--- src/rtl/raw_data_rx_fsm.sv ---
// Receive side of the raw_data_valid / raw_data_accepted handshake: captures one word,
// pushes {last, index, data} into the processing FIFO, and frames words into blocks.
// Optional index-sequence checking is enabled with `define RAW_RX_SEQ_CHECK_EN.
//
// state    | meaning
// S_INIT   | first cycle out of reset, nothing offered to the sender
// S_ACCEPT | waiting for a word, raw_data_accepted=1
// S_PUSH   | holding the captured word until the FIFO has room
// S_DONE   | one-cycle block_done pulse after the last word of a block
module raw_data_rx_fsm #(
  parameter int DATA_W    = 32,
  parameter int IDX_W     = 8,
  parameter int BLOCK_LEN = 16,
  parameter int CNT_W     = 32
) (
  input  logic                      clk,
  input  logic                      reset,
  input  logic                      raw_data_valid,
  input  logic [DATA_W-1:0]         raw_data_in,
  input  logic [IDX_W-1:0]          raw_index_in,
  output logic                      raw_data_accepted,
  input  logic                      proc_fifo_full,
  output logic                      proc_fifo_push,
  output logic [IDX_W+DATA_W:0]     proc_fifo_data,
  output logic                      block_done,
  output logic [CNT_W-1:0]          word_count,
  output logic                      seq_error
);

  localparam int                 OFF_W    = $clog2(BLOCK_LEN);
  localparam int                 FIFO_W   = 1 + IDX_W + DATA_W;
  localparam logic [OFF_W-1:0]   LAST_OFF = OFF_W'(BLOCK_LEN - 1);

  typedef enum logic [3:0] {
    S_INIT   = 4'b0001,
    S_ACCEPT = 4'b0010,
    S_PUSH   = 4'b0100,
    S_DONE   = 4'b1000
  } state_t;

  state_t            state, state_nxt;
  logic [OFF_W-1:0]  word_off;
  logic              capture;
  logic              held_last;

  assign held_last = proc_fifo_data[FIFO_W-1];

  always_ff @(posedge clk) begin
    if (reset) state <= S_INIT;
    else       state <= state_nxt;
  end

  always_comb begin
    state_nxt         = S_INIT;
    raw_data_accepted = 1'b0;
    proc_fifo_push    = 1'b0;
    block_done        = 1'b0;
    capture           = 1'b0;
    case (state)
      S_INIT: state_nxt = S_ACCEPT;
      S_ACCEPT: begin
        raw_data_accepted = 1'b1;
        if (raw_data_valid) begin
          capture   = 1'b1;
          state_nxt = S_PUSH;
        end else begin
          state_nxt = S_ACCEPT;
        end
      end
      S_PUSH: begin
        if (proc_fifo_full) begin
          state_nxt = S_PUSH;
        end else begin
          proc_fifo_push = 1'b1;
          state_nxt      = held_last ? S_DONE : S_ACCEPT;
        end
      end
      S_DONE: begin
        block_done = 1'b1;
        state_nxt  = S_ACCEPT;
      end
      default: state_nxt = S_INIT;
    endcase
  end

  // Offset advances on the push, not the capture, so a word discarded by reset never counts.
  always_ff @(posedge clk) begin
    if (reset) begin
      proc_fifo_data <= '0;
      word_off       <= '0;
      word_count     <= '0;
    end else begin
      if (capture)
        proc_fifo_data <= {(word_off == LAST_OFF), raw_index_in, raw_data_in};
      if (proc_fifo_push) begin
        if (word_count != {CNT_W{1'b1}})
          word_count <= word_count + CNT_W'(1);
        if (held_last) word_off <= '0;
        else           word_off <= word_off + OFF_W'(1);
      end
    end
  end

`ifdef RAW_RX_SEQ_CHECK_EN
  logic [IDX_W-1:0] exp_idx;
  logic             seq_err_q;

  // Expected index always follows the received one, so a single gap flags once and resyncs.
  always_ff @(posedge clk) begin
    if (reset) begin
      exp_idx   <= '0;
      seq_err_q <= 1'b0;
    end else if (capture) begin
      if (raw_index_in != exp_idx) seq_err_q <= 1'b1;
      exp_idx <= raw_index_in + IDX_W'(1);
    end
  end

  assign seq_error = seq_err_q;
`else
  assign seq_error = 1'b0;
`endif

endmodule

--- config.mk ---
export PLATFORM = sky130hd
export DESIGN_NAME = raw_data_rx_fsm
export DESIGN_NICKNAME = d
export VERILOG_FILES = /design/src/rtl/raw_data_rx_fsm.sv
export SDC_FILE = /design/constraint.sdc
export NUM_CORES = 1
export LEC_CHECK = 0
export CAP_MARGIN = 0
export CELL_PAD_IN_SITES_DETAIL_PLACEMENT = 1
export CELL_PAD_IN_SITES_GLOBAL_PLACEMENT = 2
export CORE_ASPECT_RATIO = 2
export CORE_MARGIN = 4
export CORE_UTILIZATION = 27
export CTS_CLUSTER_SIZE = 10
export DETAILED_ROUTE_END_ITERATION = 8
export GPL_TIMING_DRIVEN = 0
export PLACE_DENSITY_LB_ADDON = 0.1
export SLEW_MARGIN = 20
export SYNTH_ARGS = -nofsm -noshare
export SYNTH_HDL_FRONTEND = slang
export SYNTH_SLANG_ARGS = --single-unit
--- constraint.sdc ---
create_clock -name clk -period 3.4 [get_ports clk]
set_input_delay 0.68 -clock clk [delete_from_list [all_inputs] [get_ports clk]]
set_output_delay 0.68 -clock clk [all_outputs]
set_load 0.02 [all_outputs]
Yosys cells after proc, flatten, opt, wreduce, memory -nomap -nowiden
Cells that the tools add are included.

Output and inout port bits: 77. Word-level logic and storage cells: 25. ROM bits: 0. Flip-flop bits (word level): 81. Latch bits: 0. Memories: 0. Input port bits: 44. Bits in writable memories: 0.

$add $sub $neg: 2. $mul: 0. Magnitude comparators: 0. Mux-type cells: 11. Reduce and logical (&&, ||, !) cells: 2. Shifts and indexed selects: 0. Eq/ne operators: 6. Divide/modulo/power cells: 0. Bitwise gates (word level): 0.

Operator list (count): $add 32x1->32 const B (1); $ne 32x32->1 const B (1); $mux 4 (3); $pmux 4 s3 (1); $eq 4x4->1 const B (2); $mux 1 (6); $add 4x1->4 const B (1); $eq 4x1->1 const B (1); $eq 4x2->1 const B (1); $eq 4x3->1 const B (1); $mux 3 (1); $reduce_and 2->1 (1); $reduce_or 2->1 (1).

Logic depth before layout (Yosys ltp)
Depth after elaboration: 3. Depth in mapped cells: 9. Mapped depth without buffers: 6.

Least setup slack after synthesis
No wires, ideal clock.

Kind: reg-to-reg. Start point: register word_count[0]. End point: register word_count[26]. Library setup time: 0.070 ns. Slack: 0.908 ns. Arrival time: 2.421 ns. Path buffers: 1. Data required time: 3.330 ns. Period minus slack after synthesis: 2.492 ns. Cell stages (with the launch flop): 8. Path through: dfxtp_1 -> ha_1 -> nand3_1 -> or4_4 -> or4b_1 -> buf_2 -> or3_1 -> a21oi_1.

Longest elaborated chain between the ends: 2. Elaborated cells on any way between the ends: 3. Classes of those cells: add/sub (1); eq/ne (1); reduce/logical (1).

RTL lines: from (decl) (line 26) `output logic [CNT_W-1:0] word_count,`; from (signal assigned) (line 97) `word_count <= word_count + CNT_W'(1);`; parallel branches: the longest is 2 deep, another holds $add 32x1->32.

Several ways; the timed one is not identified. A chain may end at the register's enable or synchronous reset.

Worst setup path after layout
Start point: input port proc_fifo_full. End point: output port proc_fifo_push.

Longest elaborated chain between the ends: 2.

RTL lines: from (decl) (line 22) `input logic proc_fifo_full,`; $mux 1 (line 71) `if (proc_fifo_full) begin`; $mux 1 (line 59) `case (state)`; to (decl) (line 23) `output logic proc_fifo_push,`.

No other way between the ends.

==> summary.md <==
| Metric | Value |
|---|---|
| Share of post-route cells with drive strength above 1 | 5.80% |
| Initial antenna violation count | 0 |
| Post-synth EDFFs | 0 |
| CORE AREA | 12600 um2 |
| Max-cap check violation count | 0 |
| Switch Pwr | 504 uW |
| Clk root buf | clkbuf_16 |
| Global Route Usage Sum | 16.9% |
| Place WS | -125 ps |
| Dpl hpwl | 9800 um |
| Placer congestion estimate | 0.778 |
| Final hold vios | 0 |
| Die X | 88.6 um |
| Mapped Cells | 436 |
| Share of power burned in registers | 44.0% |
| Num ports | 121 |
| Area share of the largest cell type after synthesis | 46.2% |
| Antenna Nets Post-Route | 0 |
| Status | completed |
| Share of synthesized registers carrying an async set or reset | 0% |
| CP cell instances | clkdlybuf4s50_1 > nor4_2 > nand2_1 > clkbuf_2 > clkinv_2 > clkdlybuf4s50_1 |
| Crit Path Max Fanout | 10 |
| Top cell by count, worst path | clkdlybuf4s50_1 |
| Top cells by count, synth | nand2_1 (97), dfxtp_1 (81), a21oi_1 (66), clkbuf_1 (27), nor2_1 (19) |
| Logic pwr share | 9.9% |
| Ys Warns | 0 |
| Slew HR | 60.1% |
| CTS buffer count | 9 |
| Final Critical Period | 3270 ps |
| Hold_sp | proc_fifo_data[28]$_SDFFE_PP0P_ |
| Biggest area consumer among synthesized cells | dfxtp_1 |
| Post-Route Utilization | 41.3% |
| R2R depth | 7 |
| WL per Instance | 17.2 um |
| Via Count | 3658 |
| Number of unique standard cell types used by synthesis | 44 |
| Initial Util | 27.8% |
| Register area share after synthesis | 46.2% |
| Die area | 15000 um2 |
| Cell Area, Synth | 3510 um2 |
| R2R Path End | word_count[6]$_SDFFE_PP0P_ |
| Routed vias/inst | 5.09 |
| Clk network pwr share | 46.1% |
| Required time worst endpoint | 2720 ps |
| Area grow syn2layout | 48.6% |
| # hold bufs at CTS | 0 |
| Net Count, Synth | 482 |
| Final worst-path setup slack | 130 ps |
| CTS H-tree lvls | 3 |
| Max Transition Viols Final | 0 |
| WP data arrival | 2590 ps |
| Hold WS | 456 ps |
| Count of input and output buffers | 119 |
| Worst-Margin Slew | 599 ps |
| Top-count cell post-synth | nand2_1 |
| Power Density | 434 nW/um2 |
| Gr ovfl total | 0 |
| Nets | 612 |
| Fmax | 0.306 GHz |
| Worst skew pair latency | 330 ps |
| Hold Crit Depth | 2 |
| Setup-failing EPs final | 0 |
| Worst VDD drop | 0.215 mV |
| Die height | 169 um |
| Final period util | 96.2% |
| Worst path max stage delay | 620 ps |
| Vias in the first global route | 3878 |
| Largest net degree at the start of global routing | 13 |
| RSZ-0062 raised after global routing | false |
| Setup TNS Final | 0 ps |
| R2R Setup Slk | 440 ps |
| Sw Ratio | 22.3% |
| CTS tree | yes |
| Internal | 1.76 mW |
| Setup crit start | proc_fifo_full |
| Seq cells post-synth | 81 |
| First DRT Iteration DRCs | 99 |
| Crit-path slowest cell | clkdlybuf4s50_1 |
| Reg clk slew, reported paths | 50 ps |
| DRC Markers | 0 |
| Postcts setup bufs | 0 |
| First-pass GRT wire length | 19700 um |
| Top post-synthesis cells by area | dfxtp_1 (46%), nand2_1 (10%), a21oi_1 (9.4%) |
| Lkg Pwr | 1.68 nW |
| Ys flop type | dfxtp_1 |
| CTS sink count | 81 |
| Endpoint type of the worst setup path | output port |
| Total wire length | 12400 um |
| CP Launch Type | input pin |
| Hold Crit Endpoint | proc_fifo_data[28]$_SDFFE_PP0P_ |
| Syn avg cell area | 8.05 um2 |
| Critical path class | in2out |
| Clk buf depth | 2 |
| Worst Hold Class | reg2reg |
| DRT Pass-1 Iters | 4 |
| # rows | 58 |
| Diodes inserted | 0 |
| Reg2Reg Launch Point | word_count[0]$_SDFFE_PP0P_ |
| Clock Skew | 6.70 ps |
==> routing by layer <==
layer  track usage, %  wire (um)
met2             34.4       7440
met1             15.6       4150
met5                0          0
met4             6.84        318
met3             2.43        440
==> metrics by stage <==
| step | instance area, um2 | power, mW | cells |
|---|---|---|---|
| finish | 5220 | 2.26 | 719 |
| global route | 5220 | 2.37 | 719 |
| CTS | 5210 | 2.31 | 719 |
| detailed placement | 4890 | 1.24 | 705 |
| global placement | 4890 | 1.24 | 705 |
| floorplan | 3510 | 1.12 | 436 |
==> layout make-up <==
class,instances,area [um2]
plain buffers,30,119
fillers,1504,7410
repair buffers,119,1190
flip-flops and latches,81,1620
clock buffers,11,253
inverters,4,16.3
well taps,150,188
clock inverters,3,65.1
multi-input cells,321,1760
==> flip-flops by register name (all words and copies together) (netlist names) <==
signal / count
proc_fifo_data: 41
word_count: 32
word_off: 4
state: 4
==> kinds of logic (layout without fill, tap and decap cells) <==
logic type	count (synthesis)	after routing	share of synthesized area, %
and+or+nand+nor	207	207	30.2
AOI/OAI and AO/OA	99	99	15.4
other	1	1	0.107
adders and majority gates	2	2	0.713
muxes	8	8	2.57
buffers and inverters	34	167	3.78
xor gates and xnor gates	4	4	0.998
DFF	81	81	46.2
==> critical path: cells and delay by family <==
family / cells / cell delay (ps)
simple gates: 2 / 440
buf+inv: 4 / 1450
==> worst max-delay path by stage <==
stage | depth (start not counted) | to | slack, ps
5_1_grt | 6 | proc_fifo_push | 40
3_5_place_dp | 6 | proc_fifo_push | -130
4_1_cts | 6 | proc_fifo_push | 40
3_3_place_gp | 6 | proc_fifo_push | -140
2_1_floorplan | 7 | word_count[26]$_SDFFE_PP0P_ | 910
6_report | 6 | proc_fifo_push | 130
==> power groups by stage <==
stage               sequential, mW  clock, mW  combinational [mW]
finish                       0.996       1.04               0.224
global route                  1.00       1.13               0.246
CTS                          0.996       1.08               0.230
detailed placement            1.02          0               0.228
global placement              1.01          0               0.225
floorplan                     1.03          0              0.0849
==> repair_timing <==
| action | in CTS | in global routing |
|---|---|---|
| gates resized for setup | 2 | 2 |
| cloned | 0 | 0 |
| setup endpoints to repair | 1 | 1 |
==> layout by cell type (no fill, tap or decap), types with 3 or more instances in the layout <==
master / n
and4_1: 5
or3_1: 14
nand2_1: 97
o21ai_0: 17
a21oi_1: 66
or4_1: 12
and3_1: 3
nor2b_1: 9
dfxtp_1: 81
o31ai_1: 7
clkbuf_1: 26
nor2_1: 19
clkbuf_16: 9
nor4_1: 7
clkdlybuf4s50_1: 119
nand4_1: 12
mux2_2: 8
nand3b_1: 3
nand3_1: 12
inv_1: 3
Note: power is estimated with default switching activity, not from simulation.
